### config.mk
export PLATFORM = sky130hd
export DESIGN_NAME = rv_mc_ctrl
export DESIGN_NICKNAME = d
export VERILOG_FILES = /design/src/rtl/rv_pkg.sv /design/src/rtl/rv_alu_dec.sv /design/src/rtl/rv_mc_ctrl.sv
export SDC_FILE = /design/constraint.sdc
export NUM_CORES = 1
export LEC_CHECK = 0
export ABC_CLOCK_PERIOD_IN_PS = 2600
export CAP_MARGIN = 25
export CORE_MARGIN = 2
export CORE_UTILIZATION = 43
export CTS_BUF_LIST = sky130_fd_sc_hd__clkbuf_8
export DETAILED_ROUTE_END_ITERATION = 16
export GPL_ROUTABILITY_DRIVEN = 0
export PLACE_DENSITY_LB_ADDON = 0.3
export SYNTH_ARGS = -nofsm -noshare
export SYNTH_HDL_FRONTEND = slang
export SYNTH_SLANG_ARGS = --single-unit
### constraint.sdc
create_clock -name clk -period 2.6 [get_ports clk]
set_clock_uncertainty 0.15 [all_clocks]
set_input_delay 0.52 -clock clk [delete_from_list [all_inputs] [get_ports clk]]
set_output_delay 0.52 -clock clk [all_outputs]
set_load 0.02 [all_outputs]
### src/rtl/rv_pkg.sv
// Shared definitions for the RV32I multicycle control block.
// Holds the controller state encoding, the major opcodes it dispatches on,
// the datapath mux encodings and the ALU operation codes.
package rv_pkg;

    typedef enum logic [3:0] {
        S_FETCH,
        S_DECODE,
        S_MEMADR,
        S_MEMREAD,
        S_MEMWB,
        S_MEMWRITE,
        S_EXEC_R,
        S_EXEC_I,
        S_ALUWB,
        S_BRANCH,
        S_JALR_ADR,
        S_JAL,
        S_TRAP
    } state_t;

    localparam logic [6:0] OP_LOAD   = 7'b0000011;
    localparam logic [6:0] OP_STORE  = 7'b0100011;
    localparam logic [6:0] OP_R      = 7'b0110011;
    localparam logic [6:0] OP_I      = 7'b0010011;
    localparam logic [6:0] OP_LUI    = 7'b0110111;
    localparam logic [6:0] OP_AUIPC  = 7'b0010111;
    localparam logic [6:0] OP_BRANCH = 7'b1100011;
    localparam logic [6:0] OP_JAL    = 7'b1101111;
    localparam logic [6:0] OP_JALR   = 7'b1100111;

    localparam logic [1:0] SRC_A_PC    = 2'b00;
    localparam logic [1:0] SRC_A_OLDPC = 2'b01;
    localparam logic [1:0] SRC_A_RS1   = 2'b10;
    localparam logic [1:0] SRC_A_ZERO  = 2'b11;

    localparam logic [1:0] SRC_B_RS2  = 2'b00;
    localparam logic [1:0] SRC_B_IMM  = 2'b01;
    localparam logic [1:0] SRC_B_FOUR = 2'b10;

    localparam logic [1:0] RES_ALUOUT = 2'b00;
    localparam logic [1:0] RES_MEM    = 2'b01;
    localparam logic [1:0] RES_ALU    = 2'b10;

    // How the ALU operation is chosen in a given state.
    typedef enum logic [1:0] {
        ALU_MODE_ADD,
        ALU_MODE_SUB,
        ALU_MODE_FUNCT
    } alu_mode_t;

    localparam logic [3:0] ALU_ADD  = 4'b0000;
    localparam logic [3:0] ALU_SLL  = 4'b0001;
    localparam logic [3:0] ALU_SLT  = 4'b0010;
    localparam logic [3:0] ALU_SLTU = 4'b0011;
    localparam logic [3:0] ALU_XOR  = 4'b0100;
    localparam logic [3:0] ALU_SRL  = 4'b0101;
    localparam logic [3:0] ALU_OR   = 4'b0110;
    localparam logic [3:0] ALU_AND  = 4'b0111;
    localparam logic [3:0] ALU_SUB  = 4'b1000;
    localparam logic [3:0] ALU_SRA  = 4'b1101;

endpackage

### src/rtl/rv_alu_dec.sv
// ALU decoder: maps the controller's ALU mode plus the instruction's
// funct3/funct7b5 to an ALU operation code.
// Ports:
//   alu_mode  in   add / sub / decode-from-funct
//   funct3    in   IR[14:12]
//   funct7b5  in   IR[30]
//   is_rtype  in   1 for register-register ops (enables SUB on funct3=000)
//   alu_ctl   out  ALU operation code
module rv_alu_dec
    import rv_pkg::*;
(
    input  alu_mode_t   alu_mode,
    input  logic [2:0]  funct3,
    input  logic        funct7b5,
    input  logic        is_rtype,
    output logic [3:0]  alu_ctl
);

    // NOTE: every signal written in a combinational block gets a default
    // first, so no path through the case statements can infer a latch.
    always_comb begin
        alu_ctl = ALU_ADD;
        case (alu_mode)
            ALU_MODE_SUB: alu_ctl = ALU_SUB;
            ALU_MODE_FUNCT: begin
                case (funct3)
                    3'b000:  alu_ctl = (is_rtype && funct7b5) ? ALU_SUB : ALU_ADD;
                    3'b001:  alu_ctl = ALU_SLL;
                    3'b010:  alu_ctl = ALU_SLT;
                    3'b011:  alu_ctl = ALU_SLTU;
                    3'b100:  alu_ctl = ALU_XOR;
                    // funct7b5 distinguishes arithmetic from logical right shift
                    // for both register and immediate forms.
                    3'b101:  alu_ctl = funct7b5 ? ALU_SRA : ALU_SRL;
                    3'b110:  alu_ctl = ALU_OR;
                    default: alu_ctl = ALU_AND;
                endcase
            end
            default: alu_ctl = ALU_ADD;
        endcase
    end

endmodule

### src/rtl/rv_mc_ctrl.sv
// Multicycle control FSM for the RV32I structural core. Sequences the shared
// PC/OldPC/IR registers, register file, single ALU and unified memory port,
// one control word per cycle, stalling on the memory handshake.
// Ports:
//   clk, rst                 clock, synchronous active-high reset
//   opcode/funct3/funct7b5   instruction fields from IR
//   branch_taken             branch comparator result
//   mem_ready                memory completes current request this cycle
//   mem_req/mem_we/adr_src   memory port control
//   ir_we/pc_we/reg_we       register write enables
//   alu_src_a/alu_src_b      ALU operand selects
//   result_src               result mux select
//   alu_ctl                  ALU operation code
//   trap                     illegal opcode seen (sticky until rst)
module rv_mc_ctrl
    import rv_pkg::*;
#(
    parameter state_t RESET_STATE = S_FETCH
) (
    input  logic        clk,
    input  logic        rst,
    input  logic [6:0]  opcode,
    input  logic [2:0]  funct3,
    input  logic        funct7b5,
    input  logic        branch_taken,
    input  logic        mem_ready,
    output logic        mem_req,
    output logic        mem_we,
    output logic        adr_src,
    output logic        ir_we,
    output logic        pc_we,
    output logic        reg_we,
    output logic [1:0]  alu_src_a,
    output logic [1:0]  alu_src_b,
    output logic [1:0]  result_src,
    output logic [3:0]  alu_ctl,
    output logic        trap
);

    state_t     state;
    state_t     state_next;
    alu_mode_t  alu_mode;
    logic       alu_is_rtype;
    logic [3:0] alu_ctl_dec;

    // NOTE: sequential state uses non-blocking assignments so every flop
    // samples its inputs from the same pre-edge values.
    always_ff @(posedge clk) begin
        if (rst) state <= RESET_STATE;
        else     state <= state_next;
    end

    always_comb begin
        state_next   = state;
        mem_req      = 1'b0;
        mem_we       = 1'b0;
        adr_src      = 1'b0;
        ir_we        = 1'b0;
        pc_we        = 1'b0;
        reg_we       = 1'b0;
        alu_src_a    = SRC_A_PC;
        alu_src_b    = SRC_B_RS2;
        result_src   = RES_ALUOUT;
        alu_mode     = ALU_MODE_ADD;
        alu_is_rtype = 1'b0;
        trap         = 1'b0;

        case (state)
            S_FETCH: begin
                mem_req    = 1'b1;
                alu_src_b  = SRC_B_FOUR;
                result_src = RES_ALU;
                if (mem_ready) begin
                    ir_we      = 1'b1;
                    pc_we      = 1'b1;
                    state_next = S_DECODE;
                end
            end
            S_DECODE: begin
                // OldPC+imm parks the branch/JAL target in ALUOut.
                alu_src_a = SRC_A_OLDPC;
                alu_src_b = SRC_B_IMM;
                case (opcode)
                    OP_LOAD, OP_STORE:         state_next = S_MEMADR;
                    OP_R:                      state_next = S_EXEC_R;
                    OP_I, OP_LUI, OP_AUIPC:    state_next = S_EXEC_I;
                    OP_BRANCH:                 state_next = S_BRANCH;
                    OP_JAL:                    state_next = S_JAL;
                    OP_JALR:                   state_next = S_JALR_ADR;
                    default:                   state_next = S_TRAP;
                endcase
            end
            S_MEMADR: begin
                alu_src_a  = SRC_A_RS1;
                alu_src_b  = SRC_B_IMM;
                state_next = (opcode == OP_STORE) ? S_MEMWRITE : S_MEMREAD;
            end
            S_MEMREAD: begin
                mem_req = 1'b1;
                adr_src = 1'b1;
                if (mem_ready) state_next = S_MEMWB;
            end
            S_MEMWB: begin
                reg_we     = 1'b1;
                result_src = RES_MEM;
                state_next = S_FETCH;
            end
            S_MEMWRITE: begin
                mem_req = 1'b1;
                mem_we  = 1'b1;
                adr_src = 1'b1;
                if (mem_ready) state_next = S_FETCH;
            end
            S_EXEC_R: begin
                alu_src_a    = SRC_A_RS1;
                alu_src_b    = SRC_B_RS2;
                alu_mode     = ALU_MODE_FUNCT;
                alu_is_rtype = 1'b1;
                state_next   = S_ALUWB;
            end
            S_EXEC_I: begin
                alu_src_b = SRC_B_IMM;
                // LUI adds imm to zero, AUIPC to OldPC; both force ADD.
                if (opcode == OP_LUI) begin
                    alu_src_a = SRC_A_ZERO;
                end else if (opcode == OP_AUIPC) begin
                    alu_src_a = SRC_A_OLDPC;
                end else begin
                    alu_src_a = SRC_A_RS1;
                    alu_mode  = ALU_MODE_FUNCT;
                end
                state_next = S_ALUWB;
            end
            S_ALUWB: begin
                reg_we     = 1'b1;
                result_src = RES_ALUOUT;
                state_next = S_FETCH;
            end
            S_BRANCH: begin
                alu_src_a  = SRC_A_RS1;
                alu_src_b  = SRC_B_RS2;
                alu_mode   = ALU_MODE_SUB;
                pc_we      = branch_taken;
                result_src = RES_ALUOUT;
                state_next = S_FETCH;
            end
            S_JALR_ADR: begin
                alu_src_a  = SRC_A_RS1;
                alu_src_b  = SRC_B_IMM;
                state_next = S_JAL;
            end
            S_JAL: begin
                // PC takes the target from ALUOut while the ALU forms the link.
                pc_we      = 1'b1;
                result_src = RES_ALUOUT;
                alu_src_a  = SRC_A_OLDPC;
                alu_src_b  = SRC_B_FOUR;
                state_next = S_ALUWB;
            end
            S_TRAP: begin
                trap = 1'b1;
            end
            default: state_next = S_FETCH;
        endcase

        // Reset silences the outputs in the same cycle it is asserted, which
        // abandons any in-flight memory request before the state register
        // has moved.
        if (rst) begin
            mem_req    = 1'b0;
            mem_we     = 1'b0;
            adr_src    = 1'b0;
            ir_we      = 1'b0;
            pc_we      = 1'b0;
            reg_we     = 1'b0;
            alu_src_a  = '0;
            alu_src_b  = '0;
            result_src = '0;
            trap       = 1'b0;
        end
    end

    rv_alu_dec u_alu_dec (
        .alu_mode (alu_mode),
        .funct3   (funct3),
        .funct7b5 (funct7b5),
        .is_rtype (alu_is_rtype),
        .alu_ctl  (alu_ctl_dec)
    );

    assign alu_ctl = rst ? 4'b0000 : alu_ctl_dec;

endmodule

==> impl_summary.log <==
[metrics] register bit count reported by yosys: 4
[metrics] number of synthesized flops with an enable pin: 0
[metrics] kind of launch point of the worst setup path: input port
[metrics] most area-consuming cells after synthesis: sky130_fd_sc_hd__dfxtp_1, sky130_fd_sc_hd__nand2b_1, sky130_fd_sc_hd__nand2_1
[metrics] flip-flop count of the largest register after layout: 4
[metrics] max-capacitance violation count: 0
[metrics] synthesized area per cell: 7.06 sq um
[metrics] Arrival @ worst endpoint: 2.04 ns
[metrics] number of remaining DRC errors: 0
[metrics] nets in the synthesized netlist: 123
[metrics] Core Footprint: 1690 sq um
[metrics] die width: 45.7 microns
[metrics] min Tclk post-route: 2.71 ns
[metrics] Die Area: 2090 sq um
[metrics] Total Routed Length: 2390 microns
[metrics] number of antenna violations at the first check in global routing: 0
[metrics] count of hold buffers inserted by post-cts repair: 0
[metrics] leakage power summed over all cells: 0.535 nW
[metrics] number of hold violations in the final report: 0
[metrics] FP Rows: 15
[metrics] share of synthesized registers carrying an async set or reset: 0%
[metrics] RSZ-0062 raised after global routing: yes
[metrics] largest fanout of any net on the critical path: 5
[metrics] worst supply voltage drop on vdd: 238 uV
[metrics] cell area power density: 317 nW/um^2
[metrics] router iterations before antenna repair: 5
[metrics] data required time at the worst endpoint: a little under 2 ns
[metrics] per-cell routed wire length: 14.1 microns
[metrics] cell count after placement: approximately 170
[metrics] number of nets at the end of the flow: 172
[metrics] max-slew violations: 0
[metrics] top cell type's share of synthesized area: between 10 and 15%
[metrics] leading area contributor after synthesis: sky130_fd_sc_hd__dfxtp_1
[metrics] vias in the first global route: 878
[metrics] clock slew seen by the registers of the worst setup and hold paths: roughly 0.03 ns
[metrics] FF-to-FF path depth: 5
[metrics] leading cell type in the layout, fill and taps excluded: sky130_fd_sc_hd__buf_4
[metrics] run status: complete, but fails checks
[metrics] number of top-level pins: 32
[metrics] maximum number of buffers from clock root to sink: 2
[metrics] GR Overflow Total: 0
[metrics] worst min path class: reg2reg
[metrics] Cell variety after synth: 45
[metrics] Worst Setup End Kind: primary output
[metrics] Layout area overhead: 63.7%
[metrics] Most flops, register: state
[metrics] antenna-violating nets left: 0
[metrics] cell area after synthesis: 748 sq um
[metrics] share of layout cells above drive strength 1: about a third
[metrics] clock root buffer: sky130_fd_sc_hd__clkbuf_8
[metrics] CTS Sinks: 4
[metrics] drt initial violations: 25
[metrics] Synth Flop Type: sky130_fd_sc_hd__dfxtp_1
[metrics] CTS tree: yes
[metrics] share of synthesized area occupied by flip-flops and latches: between 10 and 15%
[metrics] classification of the worst setup path: in2out
[metrics] highest clock frequency the design can meet: ~370 MHz
[metrics] clock latency at the later pin of the worst-skew pair: 0.21 ns
[metrics] violations in the final reports: setup timing
[metrics] Hold Crit Depth: 3
[metrics] vias post-DR: just under 1000
[metrics] Fill cells: 127
[metrics] H-tree depth: 1
[metrics] slack of the critical path: -0.111 ns
[metrics] y dimension of the die: roughly 46 microns
[metrics] cts bufs inserted: 3
[metrics] global-route wire length before repair: 3650 microns
[metrics] Hold Slack: 0.583 ns
[metrics] largest net degree at the start of global routing: 16
[metrics] per-cell via count in the routed design: 5.74
[metrics] cells after synthesis: 106
[metrics] number of setup violations in the final report: 4
[metrics] transition time of the tightest slew-check pin: ~0.36 ns
[metrics] most frequent cells in the layout: sky130_fd_sc_hd__buf_4, sky130_fd_sc_hd__dlygate4sd2_1, sky130_fd_sc_hd__clkdlybuf4s50_1
[metrics] non-filler instance count after layout: 170
[metrics] Initial Util: 44.3%
[metrics] number of buffer cells added on primary ports: 31
[metrics] detailed-placement wirelength estimate: 1760 microns
[metrics] period utilization: 104%
[metrics] total inserted antenna cells: 0
[metrics] registers with the most flip-flops: state x4
[metrics] Slew HR: 75.7%
[metrics] global router's overall resource usage: 23.5%
[metrics] Warnings, synthesis: 0
## metrics by stage
stage	util (%)	TNS [ns]	worst slack, ns	power, mW	cell area [sq um]
after CTS	70.7	-0.181	-0.0746	0.386	1190
final	72.5	-0.333	-0.111	0.388	1220
after detailed placement	69.8	-6.12	-0.881	0.269	1180
after global routing	72.5	-0.579	-0.171	0.414	1220
after global placement	69.8	-5.67	-0.815	0.266	1180
after floorplan	-	0	0.132	0.175	748
## cells by family (layout without fill, tap and decap cells)
kind of cell / after synthesis / count (layout) / share of synthesized area, %
xor+xnor: 1 / 1 / 1.17
compound gates: 32 / 32 / 31.8
fa+ha+maj: 2 / 2 / 3.34
buf+inv: 11 / 58 / 6.85
flops: 4 / 4 / 10.7
simple gates: 56 / 56 / 46.2
## repair_timing
action                                  4_1_cts  5_1_grt
setup buffers                                 1        1
endpoints found under the setup margin       17        6
gates resized for setup                      66        8
pin swaps                                     8        7
## power breakdown
part | internal [mW] | switching (mW)
clock | 0.0983 | 0.0275
sequential | 0.0665 | 0.00987
combinational | 0.0914 | 0.0946
## critical path, cell delays in order
cell                       delay (ns)
sky130_fd_sc_hd__buf_6           0.09
sky130_fd_sc_hd__and4bb_4        0.35
sky130_fd_sc_hd__and3_4          0.20
sky130_fd_sc_hd__nand2_2         0.06
sky130_fd_sc_hd__and3b_1         0.20
sky130_fd_sc_hd__ha_2            0.20
sky130_fd_sc_hd__nand2_2         0.07
sky130_fd_sc_hd__nor3_2          0.04
sky130_fd_sc_hd__o21a_1          0.18
sky130_fd_sc_hd__buf_6           0.13
## cell type report
type	instances	area (sq um)	share of cell area, %
tap	17	21.3	1.74
timing repair buffer	51	428	34.9
sequential	4	80.1	6.54
multi-input combinational	91	639	52.2
inverter	4	15.0	1.23
clock buffer	3	41.3	3.37
## cells in the mapped netlist (2+ instances only)
cell type,number
sky130_fd_sc_hd__or2_2,2
sky130_fd_sc_hd__a21oi_1,6
sky130_fd_sc_hd__o21ai_0,5
sky130_fd_sc_hd__nand3_1,2
sky130_fd_sc_hd__a22oi_1,2
sky130_fd_sc_hd__or3_1,2
sky130_fd_sc_hd__nand2_1,9
sky130_fd_sc_hd__buf_2,5
sky130_fd_sc_hd__and2_1,2
sky130_fd_sc_hd__nand2b_1,7
sky130_fd_sc_hd__nor2_1,5
sky130_fd_sc_hd__inv_1,4
sky130_fd_sc_hd__nor3_1,4
sky130_fd_sc_hd__and3_1,3
sky130_fd_sc_hd__dfxtp_1,4
sky130_fd_sc_hd__nand3b_1,3
sky130_fd_sc_hd__nor2b_1,5
sky130_fd_sc_hd__nor4_1,4
sky130_fd_sc_hd__ha_1,2
sky130_fd_sc_hd__a21o_1,2
sky130_fd_sc_hd__a211oi_1,3
sky130_fd_sc_hd__o21a_1,2
## path summary, 6_finish.rpt
kind              slack, ns             startpoint                    end
setup / recovery      -0.11              opcode[6]             alu_ctl[3]
hold reg to reg        0.58  state[2]$_SDFFE_PP0P_  state[0]$_SDFFE_PP0P_
setup reg to reg       0.73  state[0]$_SDFFE_PP0P_  state[2]$_SDFFE_PP0P_
hold / removal         0.58  state[2]$_SDFFE_PP0P_  state[0]$_SDFFE_PP0P_
## layer usage
| metal | routed length, microns | track usage, % |
|---|---|---|
| met1 | 1020 | 28.4 |
| met2 | 1210 | 43.7 |
| met3 | 135 | 5.16 |
| met4 | 23 | 1.71 |
| met5 | 0 | 0 |
(Power assumes the default switching activity.)
